$ cat config.mk
export PLATFORM = sky130hd
export DESIGN_NAME = branch_sequencer
export DESIGN_NICKNAME = d
export VERILOG_FILES = /design/src/rtl/branch_pkg.sv /design/src/rtl/branch_cond_eval.sv /design/src/rtl/branch_sequencer.sv
export SDC_FILE = /design/constraint.sdc
export NUM_CORES = 1
export LEC_CHECK = 0
export BUFFER_PORTS_ARGS = -buffer_cell sky130_fd_sc_hd__buf_4
export CORE_ASPECT_RATIO = 2
export CORE_MARGIN = 4
export CORE_UTILIZATION = 50
export DETAILED_ROUTE_END_ITERATION = 8
export PLACE_DENSITY = 0.79
export REMOVE_ABC_BUFFERS = 1
export SYNTH_ARGS = -nofsm -noshare
export SYNTH_HDL_FRONTEND = slang
export SYNTH_SLANG_ARGS = --single-unit
$ cat constraint.sdc
create_clock -name clk -period 1.95 [get_ports clk]
set_input_delay 0 -clock clk [delete_from_list [all_inputs] [get_ports clk]]
set_output_delay 0 -clock clk [all_outputs]
set_load 0.1 [all_outputs]
$ cat src/rtl/branch_pkg.sv
// branch_pkg: shared definitions for the branch sequencer.
// Contents:
//   state_e      sequencer state (IDLE/FETCH/DONE)
//   COND_*       condition selects for cccc[3:1]
//   FLAG_*       bit positions of C, V, Z and N inside the cvzn vector
package branch_pkg;

    typedef enum logic [1:0] {
        IDLE  = 2'd0,
        FETCH = 2'd1,
        DONE  = 2'd2
    } state_e;

    localparam logic [2:0] COND_Z      = 3'd0;
    localparam logic [2:0] COND_C      = 3'd1;
    localparam logic [2:0] COND_N      = 3'd2;
    localparam logic [2:0] COND_V      = 3'd3;
    localparam logic [2:0] COND_HI     = 3'd4;
    localparam logic [2:0] COND_GE     = 3'd5;
    localparam logic [2:0] COND_GT     = 3'd6;
    localparam logic [2:0] COND_ALWAYS = 3'd7;

    localparam int FLAG_C = 3;
    localparam int FLAG_V = 2;
    localparam int FLAG_Z = 1;
    localparam int FLAG_N = 0;

endpackage

$ cat src/rtl/branch_cond_eval.sv
// branch_cond_eval: combinational branch condition evaluator.
// Ports:
//   cccc  in  4  condition code; [3:1] selects the test, [0] inverts it
//   cvzn  in  4  flags {C,V,Z,N}
//   go    out 1  branch decision
module branch_cond_eval
    import branch_pkg::*;
(
    input  logic [3:0] cccc,
    input  logic [3:0] cvzn,
    output logic       go
);

    logic c, v, z, n, sel;

    assign c = cvzn[FLAG_C];
    assign v = cvzn[FLAG_V];
    assign z = cvzn[FLAG_Z];
    assign n = cvzn[FLAG_N];

    always_comb begin
        sel = 1'b1;
        case (cccc[3:1])
            COND_Z:      sel = z;
            COND_C:      sel = c;
            COND_N:      sel = n;
            COND_V:      sel = v;
            COND_HI:     sel = c & ~z;
            COND_GE:     sel = ~(n ^ v);
            COND_GT:     sel = ~z & ~(n ^ v);
            COND_ALWAYS: sel = 1'b1;
            default:     sel = 1'b1;
        endcase
    end

    // The low bit turns every test into its complement (1110 always, 1111 never).
    assign go = sel ^ cccc[0];

endmodule

$ cat src/rtl/branch_sequencer.sv
// branch_sequencer: multi-cycle conditional branch sequencer between the
// decoder FSM and the PC register. Snapshots condition and flags on start,
// fetches the operand byte, then issues a single-cycle PC load.
// Ports:
//   clk        in   1       clock, rising edge
//   rst_n      in   1       synchronous active-low reset
//   start      in   1       branch issue strobe, ignored while busy
//   cccc       in   4       condition code
//   cvzn       in   4       flags {C,V,Z,N}
//   pc_in      in   ADDR_W  operand byte address
//   mem_req    out  1       operand read request
//   mem_addr   out  ADDR_W  operand read address
//   mem_ack    in   1       read data valid
//   mem_rdata  in   DATA_W  operand byte
//   pc_load    out  1       one-cycle PC write strobe
//   pc_next    out  ADDR_W  new PC, valid with pc_load
//   taken      out  1       branch decision, valid with pc_load
//   busy       out  1       high outside IDLE
// Build option: BRANCH_REL_EN makes the operand a signed displacement
// relative to the fall-through address instead of an absolute target.
module branch_sequencer
    import branch_pkg::*;
#(
    parameter int ADDR_W = 8,
    parameter int DATA_W = 8
) (
    input  logic              clk,
    input  logic              rst_n,
    input  logic              start,
    input  logic [3:0]        cccc,
    input  logic [3:0]        cvzn,
    input  logic [ADDR_W-1:0] pc_in,
    output logic              mem_req,
    output logic [ADDR_W-1:0] mem_addr,
    input  logic              mem_ack,
    input  logic [DATA_W-1:0] mem_rdata,
    output logic              pc_load,
    output logic [ADDR_W-1:0] pc_next,
    output logic              taken,
    output logic              busy
);

    state_e            state;
    logic [3:0]        cc_q;
    logic [3:0]        fl_q;
    logic [ADDR_W-1:0] pc_q;
    logic [DATA_W-1:0] op_q;
    logic              go;
    logic [ADDR_W-1:0] fall;
    logic [ADDR_W-1:0] target;

    always_ff @(posedge clk) begin
        if (!rst_n) begin
            state <= IDLE;
            cc_q  <= '0;
            fl_q  <= '0;
            pc_q  <= '0;
            op_q  <= '0;
        end else begin
            case (state)
                IDLE: if (start) begin
                    state <= FETCH;
                    cc_q  <= cccc;
                    fl_q  <= cvzn;
                    pc_q  <= pc_in;
                end
                FETCH: if (mem_ack) begin
                    state <= DONE;
                    op_q  <= mem_rdata;
                end
                default: state <= IDLE;
            endcase
        end
    end

    branch_cond_eval u_cond (
        .cccc (cc_q),
        .cvzn (fl_q),
        .go   (go)
    );

    assign fall = pc_q + ADDR_W'(1);

`ifdef BRANCH_REL_EN
    // Signed cast before widening gives the sign extension of the displacement.
    assign target = fall + ADDR_W'($signed(op_q));
`else
    assign target = ADDR_W'(op_q);
`endif

    assign busy     = state != IDLE;
    assign mem_req  = state == FETCH;
    assign mem_addr = pc_q;
    assign pc_load  = state == DONE;
    assign taken    = pc_load & go;
    // Forced to zero outside DONE so the bus is quiet after reset.
    assign pc_next  = pc_load ? (go ? target : fall) : '0;

endmodule
==> results by group, run 1 <==
Pwr
  • Worst ir drop on vdd: 0.616 mV
  • Lkg Pwr: 0.000941 µW
  • PD cells: 706 nW/µm²

Run status
  • Status: finished, violations left
  • Failing checks: negative setup slack

Detailed routing
  • DR WL/cell: 16.8 µm
  • Final ANT Viol Nets: 0
  • Total Routed Length: 4.71 mm
  • 1st-iter DRT viols: 70
  • # DRC: 0
  • Via count: 1,610
  • Vias per cell: 5.75
  • First-pass DRT Iterations: 4

Floorplan
  • FP Rows: 27
  • Core ar.: 2770 µm²
  • Die width: 46.1 µm
  • IO Count: 48
  • Die ar.: 3880 µm²
  • Initial Utilization: 52.4%
  • Die Y: 84.2 µm

Job
  • Max_cap viols: 0

Setup path
  • CP startpoint kind: flop
  • Crit end category: primary output
  • WS Path Type: flop to primary output
  • Reg2reg start: state[1]$_SDFFE_PN0P_
  • WP data required: 1.95 ns
  • CP Data Arrival Time: 2.16 ns
  • Crit path max fanout: 8
  • Reg2Reg Setup Slack: 0.54 ns
  • Crit path from: cc_q[1]$_SDFFE_PN0P_

Global routing
  • Total track usage: 25.9%
  • Pin count of the biggest net entering global routing: 27
  • First-pass GRT wire length: 7.59 mm
  • Vias in the first global route: 1,676
  • GR Overflow Total: 0
  • Initial antenna violation count: 0

Clock network
  • TritonCTS Buffers: 3
  • Clk_lat worst skew: 0.27 ns
  • Clk buf depth: 2
  • CTS Root Cell: clkbuf_8
  • Worst-path clk slew: 0.09 ns
  • CTS sink cnt: 26
  • CTS tree: built
  • H-tree depth: 1

Final layout
  • Fillers: 160
  • Proportion of layout cells with a drive suffix above 1: 41.0%
  • Final Non-Filler Cells: 280
  • Total Nets Final: 281
  • Footprint of the multi-input gates: 968 µm²
  • # diodes: 0
  • Register area: 534 µm²
  • Area Overhead vs Synth: 62.0%
  • Final core utilization: 84.9%

STA
  • Setup violations, final: 9
  • Clock skew: 0.00198 ns
  • Final worst path period share: 111%
  • Slew HR: 51.6%
  • RSZ-0062 raised after global routing: yes
  • Hold Slack: 0.00774 ns
  • Slew Limit Fails: 0
  • Final setup margin: -0.210 ns
  • Worst-Margin Slew: 0.721 ns
  • Final TNS setup: -1.60 ns
  • Max Fclk: 0.463 GHz
  • Fin crit period: 2.16 ns
  • Final count of hold timing violations: 0

Placed design
  • # placed instances: 249
  • Placer Congestion: 0.834
  • Final HPWL DP: 2.98 mm
  • Placement Setup Slack: -0.0602 ns
  • Input/output buffers: 47

Synth
  • Top cells by area, synth: dfxtp_1 (36%), nand2_1 (11%), a21oi_1 (9.0%), a211oi_2 (6.0%), nand3_1 (4.1%)
  • #FFs+latches synth: 26
  • Seq/Total Area, Yosys: 35.9%
  • Syn_area_per_cell: 8.25 µm²
  • Top-area cell type share of the netlist area: 35.9%
  • Synth unique cells: 40
  • Synthesized instance count: 176
  • Synth warnings: 0
  • Area of the mapped netlist: 1450 µm²
  • Leading area contributor after synthesis: dfxtp_1

Hold path
  • Min-delay worst type: primary input to flop
  • Min-delay src: mem_rdata[2]
-- per-layer routing --
| metal | part of all wire [%] | global-route usage [%] | up-vias | routed length, µm |
|---|---|---|---|---|
| met5 | 0 | 0 | - | 0 |
| met4 | 3.1 | 10.4 | 0 | 146 |
| met3 | 4.0 | 3.43 | 14 | 189 |
| met2 | 60 | 47.0 | 50 | 2810 |
| met1 | 33 | 27.6 | 777 | 1570 |
| li1 | - | - | 769 | - |
-- registers in the layout, summed over array words and instances, names as in the netlist --
signal	count
state	2
mem_addr	8
fl_q	4
cc_q	4
op_q	8
-- placed cells by master (no fill, tap or decap), drive strengths merged, types with 2 or more instances in the layout --
| master | Yosys | layout |
|---|---|---|
| a21oi | 26 | 26 |
| nand2 | 44 | 44 |
| inv | 4 | 4 |
| nand2b | 2 | 2 |
| or3 | 2 | 2 |
| buf | 3 | 62 |
| and3 | 2 | 2 |
| clkbuf | 7 | 3 |
| xnor2 | 2 | 2 |
| dfxtp | 26 | 26 |
| nor2 | 4 | 4 |
| nand3 | 13 | 13 |
| xor2 | 6 | 6 |
| o31ai | 2 | 2 |
| dlygate4sd3 | 0 | 19 |
| a211oi | 7 | 7 |
| nor4 | 8 | 8 |
-- critical path, stage by stage (launching register included) --
cell and delay [ns]:
dfxtp_4 0.38, or3_4 0.38, buf_4 0.15, o32ai_4 0.25, buf_12 0.18, nor4_2 0.05, a211oi_2 0.24, buf_6 0.26
-- logic make-up (layout without fill, tap and decap cells) --
logic type | after synthesis | in the layout | synth area share [%]
adders and majority gates | 1 | 1 | 0.862
AOI/OAI and AO/OA | 44 | 44 | 24.1
xor gates and xnor gates | 8 | 8 | 4.83
buffers and inverters | 15 | 90 | 4.91
and+or+nand+nor | 82 | 82 | 29.5
DFF | 26 | 26 | 35.9
-- metrics by stage --
step	power, µW	instance area, µm²
floorplan	937	1400
global placement	1070	1840
detailed placement	1080	1840
finish	1660	2350
global route	1720	2350
CTS	1640	2320
-- where the power goes --
| part | internal [µW] | total [µW] | leakage (µW) | switching [µW] |
|---|---|---|---|---|
| Sequential | 559 | 592 | 0.000216 | 32.5 |
| Clock | 275 | 446 | 0.0000357 | 171 |
| Combinational | 251 | 621 | 0.000689 | 369 |
| Total | 1090 | 1660 | 0.000941 | 573 |
-- final cells by class --
| class | instances | share of cell area, % |
|---|---|---|
| Inverter | 5 | 0.798 |
| Tap cell | 29 | 1.54 |
| Sequential cell | 26 | 22.7 |
| Clock buffer | 3 | 1.76 |
| Multi-Input combinational cell | 135 | 41.2 |
| Clock inverter | 1 | 1.28 |
| Timing Repair Buffer | 81 | 30.7 |
-- synthesized netlist by cell type --
master,n
o21bai_1,1
a21oi_1,26
nand2_1,44
and3_1,1
o32a_2,1
inv_1,4
nor2b_1,1
o31ai_4,1
o21a_1,1
or3b_4,1
buf_1,1
and3_4,1
nor4_1,7
o211ai_2,1
ha_1,1
buf_6,2
clkinv_1,1
nor4_4,1
a22oi_2,1
nand4_1,1
o31ai_1,1
o2111ai_1,1
or2_2,1
nor2_1,4
and2b_4,1
nand3_4,1
or3_4,1
nand3_1,12
dfxtp_1,26
o211a_4,1
o311ai_1,1
xor2_1,6
and2_1,1
o32ai_2,1
xnor2_1,2
a211oi_2,7
nand2b_1,2
clkbuf_1,7
or4_4,1
or3_1,1
-- timing repair --
item	CTS	global route
hold endpoints to repair	19	0
hold buffers	19	0
buffers inserted	6	2
pin swaps	10	4
resized for setup	34	3
setup endpoints to repair	9	9
-- worst paths after layout --
kind / end / depth (start not counted)
max: pc_next[3] / 7
min reg2reg: op_q[1]$_SDFFE_PN0P_ / 2
min: op_q[2]$_SDFFE_PN0P_ / 3
max reg2reg: mem_addr[3]$_SDFFE_PN0P_ / 4
No activity file was read; power rests on OpenSTA's default activity.
==> run 2: changes to the inputs <==
Settings changed: CAP_MARGIN set to 20.
Clock period 1.95 ns to 2.3 ns, I/O delays scaled along.
==> results by group, run 2 (synthesis results as in run 1) <==
Final layout
  • # diodes: 0 (unchanged)
  • Area Overhead vs Synth: 44.5%
  • Most frequent cells in the layout: buf_4 (47), nand2_1 (44), a21oi_1 (26)
  • Total Nets Final: 270 (-3.9%)
  • Commonest non-fill, non-tap cell in the layout: buf_4
  • Final core utilization: 75.7% (-9.2 points)
  • Finished Cell Area: 2100 µm² (-11%)
  • Proportion of layout cells with a drive suffix above 1: 32.1% (-9.0 points)

Floorplan
  • Die ar.: 3880 µm² (unchanged)
  • IO Count: 48 (unchanged)
  • Core ar.: 2770 µm² (unchanged)
  • FP Rows: 27 (unchanged)
  • Initial Utilization: 52.4% (unchanged)
  • Die Y: 84.2 µm (unchanged)
  • Die width: 46.1 µm (unchanged)

Setup path
  • CP Data Arrival Time: 2.21 ns (+0.05 ns)
  • CP startpoint kind: flop
  • WP data required: 2.30 ns (+0.35 ns)
  • Reg2Reg Setup Slack: 0.76 ns (+0.22 ns)
  • Crit path max fanout: 9 (+1)
  • WS Path Type: flop to primary output
  • Crit end category: primary output

STA
  • Setup violations, final: 0 (-9)
  • Hold Slack: 0.00493 ns (-0.00280 ns)
  • Slew Limit Fails: 0 (unchanged)
  • Max Fclk: 0.453 GHz
  • Worst-Margin Slew: 0.658 ns (-0.0634 ns)
  • Final count of hold timing violations: 0 (unchanged)
  • Fin crit period: 2.21 ns
  • Clock skew: 0.00189 ns (-0.0000922 ns)
  • Final worst path period share: 95.9%
  • RSZ-0062 raised after global routing: no
  • Slew HR: 55.9% (+4.3 points)

Detailed routing
  • Vias per cell: 5.60 (-2.6%)
  • Total Routed Length: 4.13 mm (-12%)
  • Via count: 1,506 (-6.5%)
  • First-pass DRT Iterations: 4 (unchanged)
  • Met1 WL: 1.47 mm (-6.3%)
  • # DRC: 0 (unchanged)
  • DR WL/cell: 15.4 µm (-8.7%)
  • 1st-iter DRT viols: 31 (-56%)
  • DR top layer: met4
  • Met2 wire len: 2.36 mm (-16%)
  • Final ANT Viol Nets: 0 (unchanged)
  • Metal3 WL: 195 µm (+3.2%)

Pwr
  • Flop pwr share: 41.6% (+5.9 points)
  • Internal power: 786 µW (-28%)
  • Net Sw Frac: 35.9% (+1.4 points)
  • Logic pwr share: 34.5% (-2.9 points)
  • Worst ir drop on vdd: 0.471 mV (-24%)
  • Switch Pwr: 440 µW (-23%)
  • Clock power share: 23.9% (-3.0 points)
  • PD cells: 585 nW/µm² (-17%)
  • Lkg Pwr: 0.000844 µW (-10%)
  • Overall Power: 1230 µW (-26%)

Clock network
  • Worst-path clk slew: 0.09 ns (about the same)
  • TritonCTS Buffers: 3 (unchanged)
  • CTS sink cnt: 26 (unchanged)
  • H-tree depth: 1 (unchanged)
  • Clk_lat worst skew: 0.27 ns (about the same)
  • Clk buf depth: 2 (unchanged)
  • CTS tree: built
  • CTS Root Cell: clkbuf_8

Placed design
  • Placer Congestion: 0.873 (+4.6%)
  • Final HPWL DP: 2.96 mm (-0.86%)
  • DP Area: 1800 µm² (-2.4%)
  • Input/output buffers: 47 (unchanged)

Run status
  • Status: complete, no violations

Global routing
  • Total track usage: 23.1% (-2.8 points)
  • GR Overflow Total: 0 (unchanged)
  • First-pass GRT wire length: 6.77 mm (-11%)
  • Initial antenna violation count: 0 (unchanged)
  • Pin count of the biggest net entering global routing: 27 (unchanged)
  • Vias in the first global route: 1,553 (-7.3%)

Hold path
  • Min-delay worst type: primary input to flop

Job
  • Max_cap viols: 0 (unchanged)
## run 2: cell count changes in the layout (fill, tap and decap cells not counted), sizes merged
cell,before,now
buf,62,49
bufinv,1,0
clkbuf,3,4
dlygate4sd3,19,21
## run 2: power groups by stage
| stage | Combinational (µW) | Sequential [µW] | Clock, µW |
|---|---|---|---|
| after floorplan | 222 | 573 | 0 |
| after global placement | 377 | 517 | 0 |
| after detailed placement | 382 | 518 | 0 |
| after CTS | 411 | 508 | 297 |
| after global routing | 452 | 514 | 319 |
| final | 424 | 510 | 293 |
## run 2: worst max-delay path, cell delays in order, from the launching register on
cell,delay [ns]
dfxtp_2,0.40
or3b_4,0.45
o2111ai_1,0.19
o211a_4,0.28
nor4_1,0.07
a211oi_2,0.22
buf_4,0.33
## run 2: stage by stage
stage / instances / worst slack, ns / setup TNS, ns
6_report: 269 / 0.0935 / 0
5_1_grt: 269 / 0.00235 / 0
4_1_cts: 267 / 0.00159 / 0
3_5_place_dp: 243 / 0.263 / 0
3_3_place_gp: 243 / 0.288 / 0
2_1_floorplan: 166 / -0.931 / -9.94
## run 2: timing repair
action,4_1_cts,5_1_grt
hold buffers,20,1
setup endpoints to repair,7,8
pin swaps,0,2
resized for setup,1,5
buffers inserted,0,1
hold endpoints to repair,20,1
## run 2: metal layers
| layer | up-vias | global-route usage [%] |
|---|---|---|
| met5 | - | 0 |
| met4 | 0 | 10.6 |
| met3 | 9 | 2.79 |
| met2 | 51 | 42.0 |
| met1 | 687 | 24.2 |
| li1 | 759 | - |
## run 2: final timing paths
check,startpoint,end,cells past startpoint
worst max-delay path,cc_q[3]$_SDFFE_PN0P_,pc_next[2],6
worst min-delay path,mem_rdata[3],op_q[3]$_SDFFE_PN0P_,3
worst max register to register,state[1]$_SDFFE_PN0P_,mem_addr[2]$_SDFFE_PN0P_,4
worst min register to register,op_q[2]$_SDFFE_PN0P_,op_q[2]$_SDFFE_PN0P_,2
## run 2: area by class of cell
class                   instances  area [µm²]
flip-flops and latches         26         523
multi-input cells             135         878
repair buffers                 70         586
inverters                       5        18.8
well taps                      29        36.3
fillers                       215         673
clock buffers                   4        55.1
==> run 3: changes to the inputs <==
Settings changed: CORE_ASPECT_RATIO 2 to 1.1, CORE_UTILIZATION 50 to 53, PLACE_DENSITY 0.79 to 0.83.
Clock period 2.3 ns to 2.6 ns, I/O delays scaled along.
==> results by group, run 3 (synthesis results as in run 1) <==
Floorplan
  • FP Rows: 19 (-30%)
  • Initial Utilization: 56.5% (+4.1 points)
  • Core ar.: 2570 µm² (-7.3%)
  • Die ar.: 3640 µm² (-6.2%)
  • IO Count: 48 (unchanged)
  • Die width: 57.9 µm (+26%)
  • Die Y: 62.9 µm (-25%)

Setup path
  • CP max stage delay: 0.56 ns (+0.11 ns)
  • Crit end category: primary output
  • WS Path Type: flop to primary output
  • WP data required: 2.60 ns (+0.30 ns)
  • CP Data Arrival Time: 2.40 ns (+0.19 ns)
  • Crit path max fanout: 9 (unchanged)
  • Worst path cell trace: or3b_4, o311ai_1, o211a_4, nor4_1, a211oi_2, buf_4
  • Kind of cell adding the most delay to the critical path: simple AND/OR/NAND/NOR gates
  • Slowest CP cell: dfxtp_1
  • CP startpoint kind: flop
  • Critical path buffers and inverters: 1 (unchanged)

Clock network
  • CTS resizes: 0 (-1)
  • Worst-path clk slew: 0.16 ns (+0.07 ns)
  • CTS sink cnt: 26 (unchanged)
  • H-tree depth: 1 (unchanged)
  • TritonCTS Buffers: 3 (unchanged)
  • Clk buf depth: 2 (unchanged)
  • Clk_lat worst skew: 0.34 ns (+0.07 ns)
  • CTS tree: built
  • Postcts setup bufs: 0 (unchanged)
  • CTS Root Cell: clkbuf_4

STA
  • Max Fclk: 0.417 GHz
  • Setup violations, final: 0 (unchanged)
  • Final worst path period share: 92.2%
  • Slew HR: 53.0% (-2.9 points)
  • Final TNS setup: 0 ns (unchanged)
  • RSZ-0062 raised after global routing: no
  • Final count of hold timing violations: 0 (unchanged)
  • Final setup margin: 0.202 ns (+0.109 ns)
  • Clock skew: 0.0159 ns (+0.0140 ns)
  • Fin crit period: 2.40 ns
  • Slew Limit Fails: 0 (unchanged)
  • Worst-Margin Slew: 0.704 ns (+0.0462 ns)

Detailed routing
  • Vias per cell: 5.57 (-0.52%)
  • # DRC: 0 (unchanged)
  • 1st-iter DRT viols: 61 (+97%)
  • Final ANT Viol Nets: 0 (unchanged)
  • Via count: 1,565 (+3.9%)
  • Total Routed Length: 4.32 mm (+4.6%)
  • DR WL/cell: 15.4 µm (+0.15%)
  • First-pass DRT Iterations: 4 (unchanged)

Final layout
  • Commonest non-fill, non-tap cell in the layout: buf_4
  • Proportion of layout cells with a drive suffix above 1: 28.8% (-3.3 points)
  • Area Overhead vs Synth: 48.6%
  • Total Nets Final: 280 (+3.7%)
  • Fillers: 145 (-33%)
  • Final Non-Filler Cells: 281 (+4.5%)
  • Most frequent cells in the layout: buf_4 (47), nand2_1 (44), dlygate4sd3_1 (33)
  • Final core utilization: 84.0% (+8.3 points)
  • # diodes: 0 (unchanged)

Job
  • Max_cap viols: 0 (unchanged)

Global routing
  • Total track usage: 24.4% (+1.3 points)
  • First-pass GRT wire length: 7.02 mm (+3.8%)
  • Vias in the first global route: 1,579 (+1.7%)
  • GR Overflow Total: 0 (unchanged)
  • Initial antenna violation count: 0 (unchanged)
  • Pin count of the biggest net entering global routing: 27 (unchanged)

Pwr
  • Overall Power: 1040 µW (-15%)
  • Worst ir drop on vdd: 0.453 mV (-3.7%)
  • PD cells: 483 nW/µm² (-17%)
  • Lkg Pwr: 0.000850 µW (+0.72%)

Placed design
  • Placer Congestion: 0.864 (-1.0%)
  • # placed instances: 244 (+0.41%)
  • Input/output buffers: 47 (unchanged)
  • Placement Setup Slack: 0.611 ns (+0.347 ns)
  • Final HPWL DP: 2.64 mm (-11%)

Hold path
  • Min-delay worst type: primary input to flop

Run status
  • Status: complete, no violations
[run 3: cell count changes in the layout (fill, tap and decap cells not counted), sizes merged]
cell,delta
buf,-2
dlygate4sd3,+12
[run 3: area by class of cell]
cell class | instances | area [µm²] | area share, %
clock buffers | 4 | 36.3 | 1.68
inverters | 5 | 18.8 | 0.870
multi-input cells | 135 | 860 | 39.8
flip-flops and latches | 26 | 520 | 24.1
well taps | 31 | 38.8 | 1.80
repair buffers | 80 | 683 | 31.7
[run 3: stage by stage]
step / hold slack [ns] / area [µm²]
detailed placement: 0.258 / 1790
global route: 0.307 / 2160
floorplan: 0.136 / 1400
finish: 0.244 / 2160
global placement: 0.246 / 1790
CTS: 0.262 / 2160
[run 3: where the power goes]
part	internal, µW	total [µW]	switching [µW]
Clock	85.9	215	129
Sequential	421	450	29.7
Combinational	139	376	237
Total	646	1040	395
[run 3: timing repair]
item | 4_1_cts | 5_1_grt
hold endpoints to repair | 25 | 0
setup endpoints to repair | 0 | 0
hold buffers | 33 | 0
[run 3: worst min-delay path: stages]
cell	delay, ns
buf_4	0.11
clkinv_1	0.38
a21oi_1	0.07
[run 3: worst paths after layout]
kind | start | to | slack, ns | cells past startpoint
min | rst_n | mem_addr[1]$_SDFFE_PN0P_ | 0.24 | 3
max reg2reg | state[0]$_SDFFE_PN0P_ | op_q[6]$_SDFFE_PN0P_ | 0.65 | 4
min reg2reg | op_q[0]$_SDFFE_PN0P_ | op_q[0]$_SDFFE_PN0P_ | 0.47 | 2
max | cc_q[3]$_SDFFE_PN0P_ | pc_next[3] | 0.20 | 6
[run 3: per-layer routing]
| layer | part of all wire, % | global-route usage [%] |
|---|---|---|
| met1 | 39 | 26.1 |
| met2 | 54 | 44.6 |
| met3 | 4.5 | 2.69 |
| met4 | 3.1 | 13.9 |
| met5 | 0 | 0 |
